File: src/rtl/interrupt_sequencer_pkg.sv
// Shared definitions for the interrupt sequencer: FSM encoding, index width,
// vector table defaults and the vector address helper.
package interrupt_sequencer_pkg;

    localparam int IDX_W = 6;

    localparam logic [15:0]      VEC_BASE_DEF    = 16'hFF80;
    localparam logic [3:0]       VEC_TIMEOUT_DEF = 4'd15;
    localparam logic [IDX_W-1:0] NMI_INDEX       = 6'd62;

    typedef enum logic [1:0] {
        S_IDLE = 2'd0,
        S_PEND = 2'd1,
        S_ACK  = 2'd2,
        S_VEC  = 2'd3
    } state_t;

    // Vector entries are word aligned, so the index lands one bit up.
    function automatic logic [15:0] vec_addr_of(input logic [15:0] base,
                                                input logic [IDX_W-1:0] idx);
        return base | {{(15 - IDX_W){1'b0}}, idx, 1'b0};
    endfunction

endpackage

File: src/rtl/interrupt_sequencer_if.sv
// Chain-head and CPU-side signals of the interrupt sequencer.
// NMI exists only when INTSEQ_NMI_EN is defined.
interface interrupt_sequencer_if;
    import interrupt_sequencer_pkg::*;

    logic             GIE;
    logic             REQ_in;
    logic [IDX_W-1:0] IntAddr_in;
    logic             INTACK_out;
    logic             int_pending;
    logic             cpu_grant;
    logic             vec_valid;
    logic [15:0]      vec_addr;
    logic             vec_taken;
    logic             spurious;
    logic             vec_abort;
    logic             busy;
`ifdef INTSEQ_NMI_EN
    logic             NMI;
`endif

    modport master (
        input  GIE, REQ_in, IntAddr_in, cpu_grant, vec_taken,
`ifdef INTSEQ_NMI_EN
        input  NMI,
`endif
        output INTACK_out, int_pending, vec_valid, vec_addr,
               spurious, vec_abort, busy
    );

    modport slave (
        output GIE, REQ_in, IntAddr_in, cpu_grant, vec_taken,
`ifdef INTSEQ_NMI_EN
        output NMI,
`endif
        input  INTACK_out, int_pending, vec_valid, vec_addr,
               spurious, vec_abort, busy
    );

endinterface

File: src/rtl/interrupt_sequencer.sv
// Hands the winning request of the interrupt priority chain to the CPU and
// presents its vector address. Optional NMI source: define INTSEQ_NMI_EN.
//
//   state  | meaning
//   IDLE   | no sequence; waiting for an enabled request (or NMI)
//   PEND   | int_pending raised, waiting for cpu_grant
//   ACK    | one cycle: INTACK into chain head, index latched
//   VEC    | vec_addr presented until vec_taken or timeout
module interrupt_sequencer
    import interrupt_sequencer_pkg::*;
#(
    parameter logic [15:0] VEC_BASE    = VEC_BASE_DEF,
    parameter logic [3:0]  VEC_TIMEOUT = VEC_TIMEOUT_DEF
) (
    input logic                   MCLK,
    input logic                   reset,
    interrupt_sequencer_if.master bus
);

    state_t           state, state_nx;
    logic [IDX_W-1:0] idx;
    logic [3:0]       tcnt;
    logic             spurious_q;
    logic             abort_q;
    logic             nmi_pend;
    logic             want;
    logic             expired;

`ifdef INTSEQ_NMI_EN
    logic nmi_q;

    // A pending NMI is consumed by whichever ACK cycle sees it.
    always_ff @(posedge MCLK) begin
        if (reset) begin
            nmi_q    <= 1'b0;
            nmi_pend <= 1'b0;
        end else begin
            nmi_q    <= bus.NMI;
            nmi_pend <= (nmi_pend && (state != S_ACK)) || (bus.NMI && !nmi_q);
        end
    end
`else
    assign nmi_pend = 1'b0;
`endif

    assign want    = nmi_pend || (bus.REQ_in && bus.GIE);
    assign expired = (tcnt == VEC_TIMEOUT);

    always_ff @(posedge MCLK) begin
        if (reset) state <= S_IDLE;
        else       state <= state_nx;
    end

    always_comb begin
        state_nx = state;
        unique case (state)
            S_IDLE: if (want) state_nx = S_PEND;
            S_PEND: begin
                if (!want)              state_nx = S_IDLE;
                else if (bus.cpu_grant) state_nx = S_ACK;
            end
            S_ACK:  state_nx = (nmi_pend || bus.REQ_in) ? S_VEC : S_IDLE;
            S_VEC:  if (bus.vec_taken || expired) state_nx = S_IDLE;
            default: state_nx = S_IDLE;
        endcase
    end

    // tcnt counts VEC cycles from 1, so VEC_TIMEOUT is the number of cycles allowed.
    always_ff @(posedge MCLK) begin
        if (reset) begin
            idx        <= '0;
            tcnt       <= '0;
            spurious_q <= 1'b0;
            abort_q    <= 1'b0;
        end else begin
            spurious_q <= (state == S_ACK) && !nmi_pend && !bus.REQ_in;
            abort_q    <= (state == S_VEC) && !bus.vec_taken && expired;
            if (state == S_ACK) begin
                idx  <= nmi_pend ? NMI_INDEX : bus.IntAddr_in;
                tcnt <= 4'd1;
            end else if ((state == S_VEC) && !expired) begin
                tcnt <= tcnt + 4'd1;
            end
        end
    end

    assign bus.int_pending = (state == S_PEND);
    assign bus.INTACK_out  = (state == S_ACK) && !nmi_pend;
    assign bus.vec_valid   = (state == S_VEC);
    assign bus.vec_addr    = (state == S_VEC) ? vec_addr_of(VEC_BASE, idx) : 16'h0000;
    assign bus.spurious    = spurious_q;
    assign bus.vec_abort   = abort_q;
    assign bus.busy        = (state != S_IDLE);

endmodule
File: src/flat_wrapper.sv
// flat-port wrapper written by rule: the top's interface ports become plain ports
module interrupt_sequencer_flat import interrupt_sequencer_pkg::*;
#(
    parameter logic [15:0] VEC_BASE    = VEC_BASE_DEF,
    parameter logic [3:0]  VEC_TIMEOUT = VEC_TIMEOUT_DEF
)
  (MCLK, reset, bus_GIE, bus_REQ_in, bus_IntAddr_in, bus_cpu_grant, bus_vec_taken, bus_INTACK_out, bus_int_pending, bus_vec_valid, bus_vec_addr, bus_spurious, bus_vec_abort, bus_busy);
  interrupt_sequencer_if bus_i ();
  input logic MCLK;
  input logic reset;
  input wire logic [$bits(bus_i.GIE)-1:0] bus_GIE;
  input wire logic [$bits(bus_i.REQ_in)-1:0] bus_REQ_in;
  input wire logic [$bits(bus_i.IntAddr_in)-1:0] bus_IntAddr_in;
  input wire logic [$bits(bus_i.cpu_grant)-1:0] bus_cpu_grant;
  input wire logic [$bits(bus_i.vec_taken)-1:0] bus_vec_taken;
  output wire logic [$bits(bus_i.INTACK_out)-1:0] bus_INTACK_out;
  output wire logic [$bits(bus_i.int_pending)-1:0] bus_int_pending;
  output wire logic [$bits(bus_i.vec_valid)-1:0] bus_vec_valid;
  output wire logic [$bits(bus_i.vec_addr)-1:0] bus_vec_addr;
  output wire logic [$bits(bus_i.spurious)-1:0] bus_spurious;
  output wire logic [$bits(bus_i.vec_abort)-1:0] bus_vec_abort;
  output wire logic [$bits(bus_i.busy)-1:0] bus_busy;
  assign bus_i.GIE = bus_GIE;
  assign bus_i.REQ_in = bus_REQ_in;
  assign bus_i.IntAddr_in = bus_IntAddr_in;
  assign bus_i.cpu_grant = bus_cpu_grant;
  assign bus_i.vec_taken = bus_vec_taken;
  assign bus_INTACK_out = bus_i.INTACK_out;
  assign bus_int_pending = bus_i.int_pending;
  assign bus_vec_valid = bus_i.vec_valid;
  assign bus_vec_addr = bus_i.vec_addr;
  assign bus_spurious = bus_i.spurious;
  assign bus_vec_abort = bus_i.vec_abort;
  assign bus_busy = bus_i.busy;
  interrupt_sequencer #(.VEC_BASE(VEC_BASE), .VEC_TIMEOUT(VEC_TIMEOUT)) u_core (.MCLK(MCLK), .reset(reset), .bus(bus_i));
endmodule
File: config.mk
export PLATFORM = sky130hd
export DESIGN_NAME = interrupt_sequencer_flat
export DESIGN_NICKNAME = d
export VERILOG_FILES = /design/src/rtl/interrupt_sequencer_pkg.sv /design/src/rtl/interrupt_sequencer_if.sv /design/src/rtl/interrupt_sequencer.sv /design/src/flat_wrapper.sv
export SDC_FILE = /design/constraint.sdc
export NUM_CORES = 1
export LEC_CHECK = 0
export CORE_ASPECT_RATIO = 0.7
export CORE_UTILIZATION = 25
export CTS_CLUSTER_DIAMETER = 100
export DETAILED_ROUTE_END_ITERATION = 8
export GPL_ROUTABILITY_DRIVEN = 0
export MAX_ROUTING_LAYER = met4
export PLACE_DENSITY = 0.59
export REMOVE_ABC_BUFFERS = 1
export SYNTH_ARGS = -nofsm -noshare
export SYNTH_HDL_FRONTEND = slang
export SYNTH_SLANG_ARGS = --single-unit
File: constraint.sdc
create_clock -name MCLK -period 1.1 [get_ports MCLK]
set_input_delay 0.11 -clock MCLK [delete_from_list [all_inputs] [get_ports MCLK]]
set_output_delay 0.11 -clock MCLK [all_outputs]
set_load 0.02 [all_outputs]
==> results of run 1 <==
## flip-flops by register name, summed over array words and instances, names as in the netlist
signal and flops:
u_core.bus.vec_abort 1, u_core.state 2, u_core.bus.spurious 1, u_core.tcnt 4, u_core.idx 6
## metrics by stage
stage                      util  hold WS [ns]  setup slack [ns]  cells  power, mW
final                     0.499         0.401           -0.0940    160       1.06
after global routing      0.499         0.421            -0.119    160       1.10
after CTS                 0.474         0.412           -0.0890    159       1.04
after detailed placement  0.420         0.440            -0.422    152      0.624
after global placement    0.420         0.439            -0.320    152      0.623
after floorplan               -         0.179             -1.43     71      0.548
## routing by layer
layer / up-vias / GRT usage / routed length, microns
met5: - / - / 0
met4: 0 / 0.0255 / 9
met3: 2 / 0.0583 / 99
met2: 15 / 0.247 / 1060
met1: 340 / 0.172 / 947
li1: 365 / - / -
## cells by family (layout without fill, tap and decap cells)
| family | count (synthesis) | count (layout) | synth area share |
|---|---|---|---|
| compound gates | 18 | 18 | 0.160 |
| fa+ha+maj | 1 | 1 | 0.0174 |
| buf+inv | 17 | 57 | 0.163 |
| flops | 14 | 14 | 0.390 |
| mux | 1 | 1 | 0.0139 |
| other cells | 1 | 1 | 0.00521 |
| simple gates | 34 | 34 | 0.250 |
## placed cells by master (no fill, tap or decap), types with 2 or more instances in the layout
| master | netlist | routed |
|---|---|---|
| a21oi_1 | 9 | 9 |
| and3_1 | 6 | 3 |
| and3_4 | 0 | 3 |
| buf_4 | 11 | 23 |
| buf_6 | 1 | 16 |
| clkbuf_8 | 0 | 3 |
| clkdlybuf4s50_1 | 0 | 11 |
| dfxtp_1 | 14 | 9 |
| dfxtp_2 | 0 | 4 |
| dlygate4sd2_1 | 0 | 2 |
| nand2_1 | 14 | 14 |
| o21ai_1 | 1 | 2 |
## Yosys cell counts
cell        n  area share
dfxtp_1    14        0.39
ha_1        1       0.017
nand4_1     1      0.0087
nand2_1    14       0.073
nand2b_1    2       0.017
nor2b_1     1      0.0087
a31oi_1     1      0.0087
clkbuf_1    1      0.0052
nand3_1     2       0.014
o211ai_1    1       0.010
o21ai_0     1      0.0069
nand3b_1    1       0.010
o22ai_1     1      0.0087
buf_4      11        0.11
nor2_1      1      0.0052
and3_1      6       0.052
and2_1      1      0.0087
buf_2       1      0.0069
nor3_1      2       0.014
buf_6       1       0.016
a2111oi_2   1       0.021
a21bo_2     1       0.014
or2_2       1      0.0087
a21oi_1     9       0.063
o21ai_1     1      0.0069
mux2i_1     1       0.014
nor4b_1     1       0.012
a211oi_1    2       0.021
conb_1      1      0.0052
inv_1       1      0.0052
clkbuf_2    1      0.0069
inv_4       1      0.0087
nand4_2     1       0.017
## path summary, 6_finish.rpt
kind                      from             end  slack, ns  cells past startpoint
min reg2reg      u_core.idx[2]   u_core.idx[2]       0.45                      2
max reg2reg    u_core.state[1]  u_core.tcnt[3]          0                      5
min          bus_IntAddr_in[0]   u_core.idx[0]       0.40                      3
max            u_core.state[1]        bus_busy      -0.09                      3
## power groups by stage
stage / Clock (mW) / Combinational, mW / Sequential (mW)
after CTS: 0.416 / 0.110 / 0.514
after global routing: 0.461 / 0.126 / 0.514
after detailed placement: 0 / 0.0995 / 0.525
after floorplan: 0 / 0.0216 / 0.526
after global placement: 0 / 0.0995 / 0.524
final: 0.426 / 0.119 / 0.514
## what timing repair did
item / 4_1_cts / 5_1_grt
setup endpoints to repair: 28 / 24
setup buffers: 3 / 1
gates resized for setup: 129 / 10
cloned: 1 / 0
pin swaps: 5 / 4
endpoints found under the hold margin: 0 / 0
## cell type report
class	count	area, sq um
Timing Repair Buffer	52	480
Fill cell	256	1300
Sequential cell	14	289
Clock buffer	3	41.3
Tap cell	34	42.5
Multi-Input combinational cell	55	428
Inverter	2	10.0
## worst max-delay path, stage by stage (launching register included)
cell and delay [ns]:
dfxtp_2 0.34, buf_6 0.13, or2_4 0.24, buf_6 0.13
==> flow_summary.toml, run 1 <==
[run_status]
status = "finished, violations left"
violations = "setup timing"

[clock_tree]
numCtsBuffers = 3
clk_latency_ns = 0.25
cts_root_buffer = "clkbuf_8"
ctsHoldBuffers = 0
cts_sinks = 14
tritoncts = "yes"
cts_max_path_buffers = 2
cts.reportedPaths.clkPinSlew_ns = 0.06
cts-htree-levels = 1

[place]
dp_hpwl_microns = 1330
dpl_cell_area_sq_um = 1090
port_buffers = 32

[synth]
ys_ff_latch = 14
seq_area_frac_synth = 0.390
yosysUniqueCellTypes = 33
synth_area_sq_um = 719
synth.avg_cell_area_sq_um = 8.37
yosysWarnings = 0
postSynthCellCount = 86

[pwr]
vdd_drop_max_uv = 405
seq_power_share = 0.485
swShare = 0.221
clockPowerShare = 0.402
cellLeakagePower_nw = 0.546
p_int_mw = 0.825
p_switching_mw = 0.234
p_per_area_nw_per_um2 = 820
p_comb_frac = 0.112

[grt]
grt.total_usage = 0.147
grt_pass1_vias = 684
overflow = 0
grt_first_pass_wirelength_microns = 3190
grt_max_degree = 13
antenna_found_initial = 0

[finish]
areaGrowthSynthToFinish_pct = 79.5
diodes = 0
fin_nets = 141
stdcell_area_sq_um = 1290
drive_above_1_share = 0.500

[sta]
finalHoldViolCount = 0
min_period_ns = 1.19
fmax_ghz = 0.838
finClkSkew_ns = 0.00381
setup_viol_count_final = 19
timing.final.ws_setup_ns = -0.0940
slew_violations = 0
setup_tns_ns = -0.397
rsz0062_at_grt = "true"
period_share = 1.09

[drt]
viasPerCell = 4.51
wirelength_microns = 2110
wl_per_cell_microns = 13.2
via_count = 722
route.detailed.drc = 0
ant_nets = 0
drt_iter0_markers = 22
dr.pass1.iters = 4

[setup_path]
crit_fanout = 6
cp.required_ns = 0.99
arrival_ns = 1.08
worstSetupStartpointType = "flip-flop"
crit_type = "flip-flop to output port"
endpoint_kind = "output port"

[floorplanning]
fp.dieH_microns = 46.9
core_region_area_sq_um = 2590
io_pins = 34
initial_core_util = 0.278
fp.dieW_microns = 66.1
rows = 15
dieArea_sq_um = 3100

[job]
drv_cap = 0

[min_path]
hp-class = "primary input to flip-flop"
No activity file was read; power rests on OpenSTA's default activity.
==> run 2, diff against run 1 <==
Settings changed: CTS_CLUSTER_SIZE set to 20.
==> results of run 2 <==
The final DEF is identical to that of run 1; final timing and power are the same.
==> RTL edit 1, RTL diff (config.mk and constraints of run 2) <==
Re-encode `state_t` (4 states) as Gray code, 2 bits wide.
--- a/src/rtl/interrupt_sequencer_pkg.sv
+++ b/src/rtl/interrupt_sequencer_pkg.sv
@@ -11,6 +11,6 @@
     typedef enum logic [1:0] {
-        S_IDLE = 2'd0,
-        S_PEND = 2'd1,
-        S_ACK  = 2'd2,
-        S_VEC  = 2'd3
+        S_IDLE = 2'b00,
+        S_PEND = 2'b01,
+        S_ACK  = 2'b11,
+        S_VEC  = 2'b10
     } state_t;
Behaviour: same outputs for any inputs over 10 cycles, from zero or initial values and one cycle with reset high; not proved beyond that.
==> RTL edit 1 against run 2 <==
The flow still finishes with violations (setup timing). Clock skew shrank 0.0031 ns. Final cell count increased by 1.9%. Sequential cell count is the same. Total power rose by 8.1%. Area after synthesis shrank 2.4%. Count of clock-buffer cells in the layout rose by 1. Routed wire length down 0.99%. Worst setup slack got worse by 0.049 ns. Global-route usage rose by 1.2 points. Synthesized cell count shrank 1.2%. Via count grew 2.9%. Final area up 5.1%. Largest cell class unchanged. Highest routed layer unchanged.
==> RTL edit 1: results (changes against run 2) <==
| Metric | Value |
|---|---|
| Internal power | `0.000900 W (was 0.000825 W)` |
| Final worst slack | `-0.143 ns (was -0.0940 ns)` |
| Placed cell area | `1080 um^2 (was 1090 um^2)` |
| HPWL Detailed | `1360 um (was 1330 um)` |
| Clk_skew | `0.000750 ns (was 0.00381 ns)` |
| Final setup viols | `20 (was 19)` |
| Launching point of the worst reg2reg path | `u_core.tcnt[1] (was u_core.state[1])` |
| Post-cts resize count | `135 (was 129)` |
| Largest net degree at the start of global routing | `12 (was 13)` |
| Violated checks | `setup timing (unchanged)` |
| R2r worst-path depth | `4 (was 5)` |
| Netlist Area Pre-Place | `702 um^2 (was 719 um^2)` |
| Final Instance Area | `1360 um^2 (was 1290 um^2)` |
| Synth Instances | `85 (was 86)` |
| Synth top cells by count | `dfxtp_1 (14), buf_4 (11), nand2_1 (9), nand3_1 (9), a21oi_1 (8) (was dfxtp_1 (14), nand2_1 (14), buf_4 (11))` |
| Post-CTS Setup Bufs | `6 (was 3)` |
| Clock buf count | `4 (was 3)` |
| Setup slack, reg-to-reg | `-0.08 ns (was 0 ns)` |
| Vias in the first global route | `668 (was 684)` |
| Invs w/o clock | `1 (was 2)` |
| Clk. pwr | `0.000510 W (was 0.000426 W)` |
| Pre-CTS setup slack | `-0.436 ns (was -0.422 ns)` |
| Hold Slack | `0.431 ns (was 0.401 ns)` |
| Register area share after synthesis | `39.9% (was 39.0%)` |
| RR Endpoint | `u_core.tcnt[1] (was u_core.tcnt[3])` |
| WL final | `2090 um (was 2110 um)` |
| Synth cell types | `28 (was 33)` |
| Non-clock buffers | `55 (was 52)` |
| Adder-Cell Fraction of Synth Area | `1.78% (was 1.74%)` |
| Status | `finished with violations (unchanged)` |
| Global Route Usage Sum | `16.0% (was 14.7%)` |
| Vias | `743 (was 722)` |
| Synth top area cells | `dfxtp_1 (40%), buf_4 (12%), nand3_1 (6.4%), a21oi_1 (5.7%), and2_1 (5.3%) (was dfxtp_1 (39%), buf_4 (11%), nand2_1 (7.3%), a21oi_1 (6.3%), and3_1 (5.2%))` |
| Pwr Total | `0.00114 W (was 0.00106 W)` |
| DR vias/cell | `4.56 (was 4.51)` |
| Layout clock area frac | `4.06% (was 3.20%)` |
| Fraction of layout cells with a size suffix above 1 | `52.7% (was 50.0%)` |
| Critical Path AT | `1.13 ns (was 1.08 ns)` |
| 1st-iter DRT viols | `15 (was 22)` |
| Proportion of synthesized area in mux cells | `0% (was 1.39%)` |
| Sequential portion of the cell area | `21.0% (was 22.4%)` |
-- RTL edit 1: logic make-up (layout without fill, tap and decap cells) --
family | count (synthesis) | in the layout
other | 1 | 1
AND/OR/NAND/NOR | 40 | 40
AO/OA/AOI/OAI | 13 | 13
flip-flops | 14 | 14
buffers and inverters | 16 | 60
adder cells (fa/ha/maj) | 1 | 1
-- RTL edit 1: layer usage --
metal  track usage (%)  wire (um)  part of all wire [%]
met1              18.7        983                    47
met2              23.9        918                    44
met3              6.44        166                   7.9
met4              7.83         23                   1.1
met5                 -          0                     0
-- RTL edit 1: worst max path at each step --
stage,start,endpoint,slack [ns],cells past startpoint
after floorplan,u_core.state[1],u_core.tcnt[0],-3.11,3
after global placement,u_core.state[1],bus_vec_addr[5],-0.38,4
after detailed placement,u_core.state[1],bus_vec_addr[3],-0.44,4
after CTS,u_core.state[1],bus_vec_addr[6],-0.15,4
after global routing,u_core.state[1],bus_vec_addr[11],-0.20,4
final,u_core.state[1],bus_vec_addr[2],-0.14,4
==> RTL edit 2, RTL diff (settings of run 2) <==
Made on the original files. The package constant `VEC_TIMEOUT_DEF` goes from 4'd15 to 4'd7.
--- a/src/rtl/interrupt_sequencer_pkg.sv
+++ b/src/rtl/interrupt_sequencer_pkg.sv
@@ -7,3 +7,3 @@
     localparam logic [15:0]      VEC_BASE_DEF    = 16'hFF80;
-    localparam logic [3:0]       VEC_TIMEOUT_DEF = 4'd15;
+    localparam logic [3:0]       VEC_TIMEOUT_DEF = 4'd7;
     localparam logic [IDX_W-1:0] NMI_INDEX       = 6'd62;
Function: no difference found for any inputs over 10 cycles, from zero or initial values and one cycle with reset high; that may be too few to reach the edited logic, so the function may still have changed.
==> RTL edit 2 against run 2 <==
The run still ends with setup timing left. Core utilization up 6.5 points. Total power increased by 8.0%. Routed wire length is 6.0% higher. Area after synthesis up 1.4%. Register-to-register slack got worse by 0.14 ns. Sequential cell count is the same. Worst setup slack lost 0.044 ns. Final area rose by 14%.
==> RTL edit 2: results (changes against run 2) <==
| Metric | Value |
|---|---|
| Largest net degree at the start of global routing | `9 (was 13)` |
| 1st-iter DRT viols | `17 (was 22)` |
| Buffers on Ports | `32 (unchanged)` |
| Fraction of layout cells with a size suffix above 1 | `61.5% (was 50.0%)` |
| Violated checks | `setup timing (unchanged)` |
| Routed met2 length | `1050 um (was 1060 um)` |
| Top flop regs | `u_core.idx: 6 flops, u_core.tcnt: 4 flops, u_core.state: 2 flops (unchanged)` |
| Clk_skew | `0.00572 ns (was 0.00381 ns)` |
| Placed cell area | `1130 um^2 (was 1090 um^2)` |
| Routed wire per std cell | `13.3 um (was 13.2 um)` |
| Synth top area cells | `dfxtp_1 (38%), buf_4 (10%), a21oi_1 (7.5%), nand2_1 (6.2%), and3_1 (5.1%) (was dfxtp_1 (39%), buf_4 (11%), nand2_1 (7.3%), a21oi_1 (6.3%), and3_1 (5.2%))` |
| CP required | `1.28 ns (was 0.99 ns)` |
| Clock Path Buffers | `2 (unchanged)` |
| Vias in the first global route | `751 (was 684)` |
| Final #Nets | `149 (was 141)` |
| CP max stage delay | `0.40 ns (was 0.34 ns)` |
| Switching power | `0.000249 W (was 0.000234 W)` |
| Hold Path Sink | `u_core.idx[4] (was u_core.idx[0])` |
| Final worst slack | `-0.138 ns (was -0.0940 ns)` |
| Final setup viols | `23 (was 19)` |
| First-pass GRT wire length | `3540 um (was 3190 um)` |
| Maximum VDD drop | `0.670 mV (was 0.405 mV)` |
| WL met3 | `101 um (was 99 um)` |
| Status | `finished with violations (unchanged)` |
| Initial antenna violation count | `0 (unchanged)` |
| CTS buffer count | `3 (unchanged)` |
| Synth cell types | `32 (was 33)` |
| Yosys warns | `0 (unchanged)` |
| R2r worst-path depth | `4 (was 5)` |
| Register area share after synthesis | `38.4% (was 39.0%)` |
| Synth top cells by count | `dfxtp_1 (14), nand2_1 (12), a21oi_1 (11) (was dfxtp_1 (14), nand2_1 (14), buf_4 (11))` |
| RR Endpoint | `u_core.state[0] (was u_core.tcnt[3])` |
| Fraction of registers with async set/reset | `0% (unchanged)` |
| Critical path fanouts, max | `3 (was 6)` |
| Clock Pin Slew Worst Setup and Hold Paths | `0.06 ns (about the same)` |
| Setup TNS | `-2.05 ns (was -0.397 ns)` |
| Hold path depth | `3 (unchanged)` |
| Vias | `781 (was 722)` |
| Root Driver | `clkbuf_8 (unchanged)` |
| Slowest cell on crit path | `or3b_4 (was dfxtp_2)` |
| Top sig layer | `met3 (was met4)` |
| Launching point of the worst reg2reg path | `u_core.tcnt[0] (was u_core.state[1])` |
| DRT met1 WL | `1080 um (was 947 um)` |
| Worst hold start | `bus_IntAddr_in[4] (was bus_IntAddr_in[0])` |
| Max H-tree Level | `1 (unchanged)` |
| Post-synth EDFFs | `0 (unchanged)` |
| Global Route Usage Sum | `16.3% (was 14.7%)` |
| Leakage | `0.630 nW (was 0.546 nW)` |
| HPWL Detailed | `1480 um (was 1330 um)` |
-- RTL edit 2: cell types whose count changed in the layout (fill, tap and decap cells not counted), sizes merged, moves of 2 or more --
cell	run 2	this run
and2b	0	2
clkinvlp	0	2
buf	39	44
a21oi	9	11
a211oi	2	0
-- RTL edit 2: worst max path at each step --
stage	slack (ns)	start	cells after the start	end
3_3_place_gp	-0.33	u_core.state[1]	3	bus_vec_addr[10]
5_1_grt	-0.17	u_core.state[1]	4	bus_vec_addr[11]
6_report	-0.14	u_core.tcnt[0]	4	u_core.state[0]
2_1_floorplan	-1.10	u_core.state[1]	3	u_core.tcnt[0]
4_1_cts	-0.13	u_core.state[0]	4	bus_vec_addr[8]
3_5_place_dp	-0.37	u_core.state[1]	3	bus_vec_addr[12]
-- RTL edit 2: per-stage QoR --
step	worst slack [ns]	std cells	hold WS, ns
5_1_grt	-0.170	169	0.424
6_report	-0.138	169	0.416
3_3_place_gp	-0.326	157	0.446
3_5_place_dp	-0.369	157	0.442
2_1_floorplan	-1.10	73	0.179
4_1_cts	-0.133	166	0.416
-- RTL edit 2: final cells by class --
class,instances,area [um^2]
fill,220,1140
timing repair buffer,57,571
multi-input combinational,56,484
sequential,14,294
clock buffer,4,55.1
tap,34,42.5
inverter,3,15.0
timing repair inverter,1,7.51
-- RTL edit 2: timing repair --
action | 4_1_cts | 5_1_grt
resized for setup | 150 | 16
setup endpoints to repair | 34 | 32
endpoints found under the hold margin | 0 | 0
gates cloned | 2 | 0
pin swaps | 11 | 12
buffers inserted | 4 | 4
-- RTL edit 2: worst max-delay path: cells and delay by family, from the launching register on --
kind	cells	cell delay, ns
adders and majority gates	1	0.18
DFF	1	0.36
AOI/OAI and AO/OA	1	0.15
and+or+nand+nor	2	0.48
-- RTL edit 2: power by group through the flow --
stage / sequential (W) / combinational [W] / clock (W)
2_1_floorplan: 0.000528 / 0.0000218 / 0
6_report: 0.000510 / 0.000121 / 0.000513
4_1_cts: 0.000512 / 0.000114 / 0.000521
3_3_place_gp: 0.000525 / 0.0000998 / 0
5_1_grt: 0.000510 / 0.000129 / 0.000545
3_5_place_dp: 0.000525 / 0.000100 / 0
-- RTL edit 2: logic make-up (layout without fill, tap and decap cells) --
logic type	count (synthesis)	count (layout)	synth area share, %
AND/OR/NAND/NOR	34	34	28.8
AO/OA/AOI/OAI	20	20	16.3
other	1	1	0.514
adder cells (fa/ha/maj)	1	1	1.71
flip-flops	14	14	38.4
buffers and inverters	17	65	14.2
-- RTL edit 2: routing by layer --
layer | global-route usage, % | vias up
li1 | - | 390
met1 | 20.2 | 365
met2 | 26.1 | 26
met3 | 4.61 | 0
met4 | 4.68 | 0
met5 | - | -
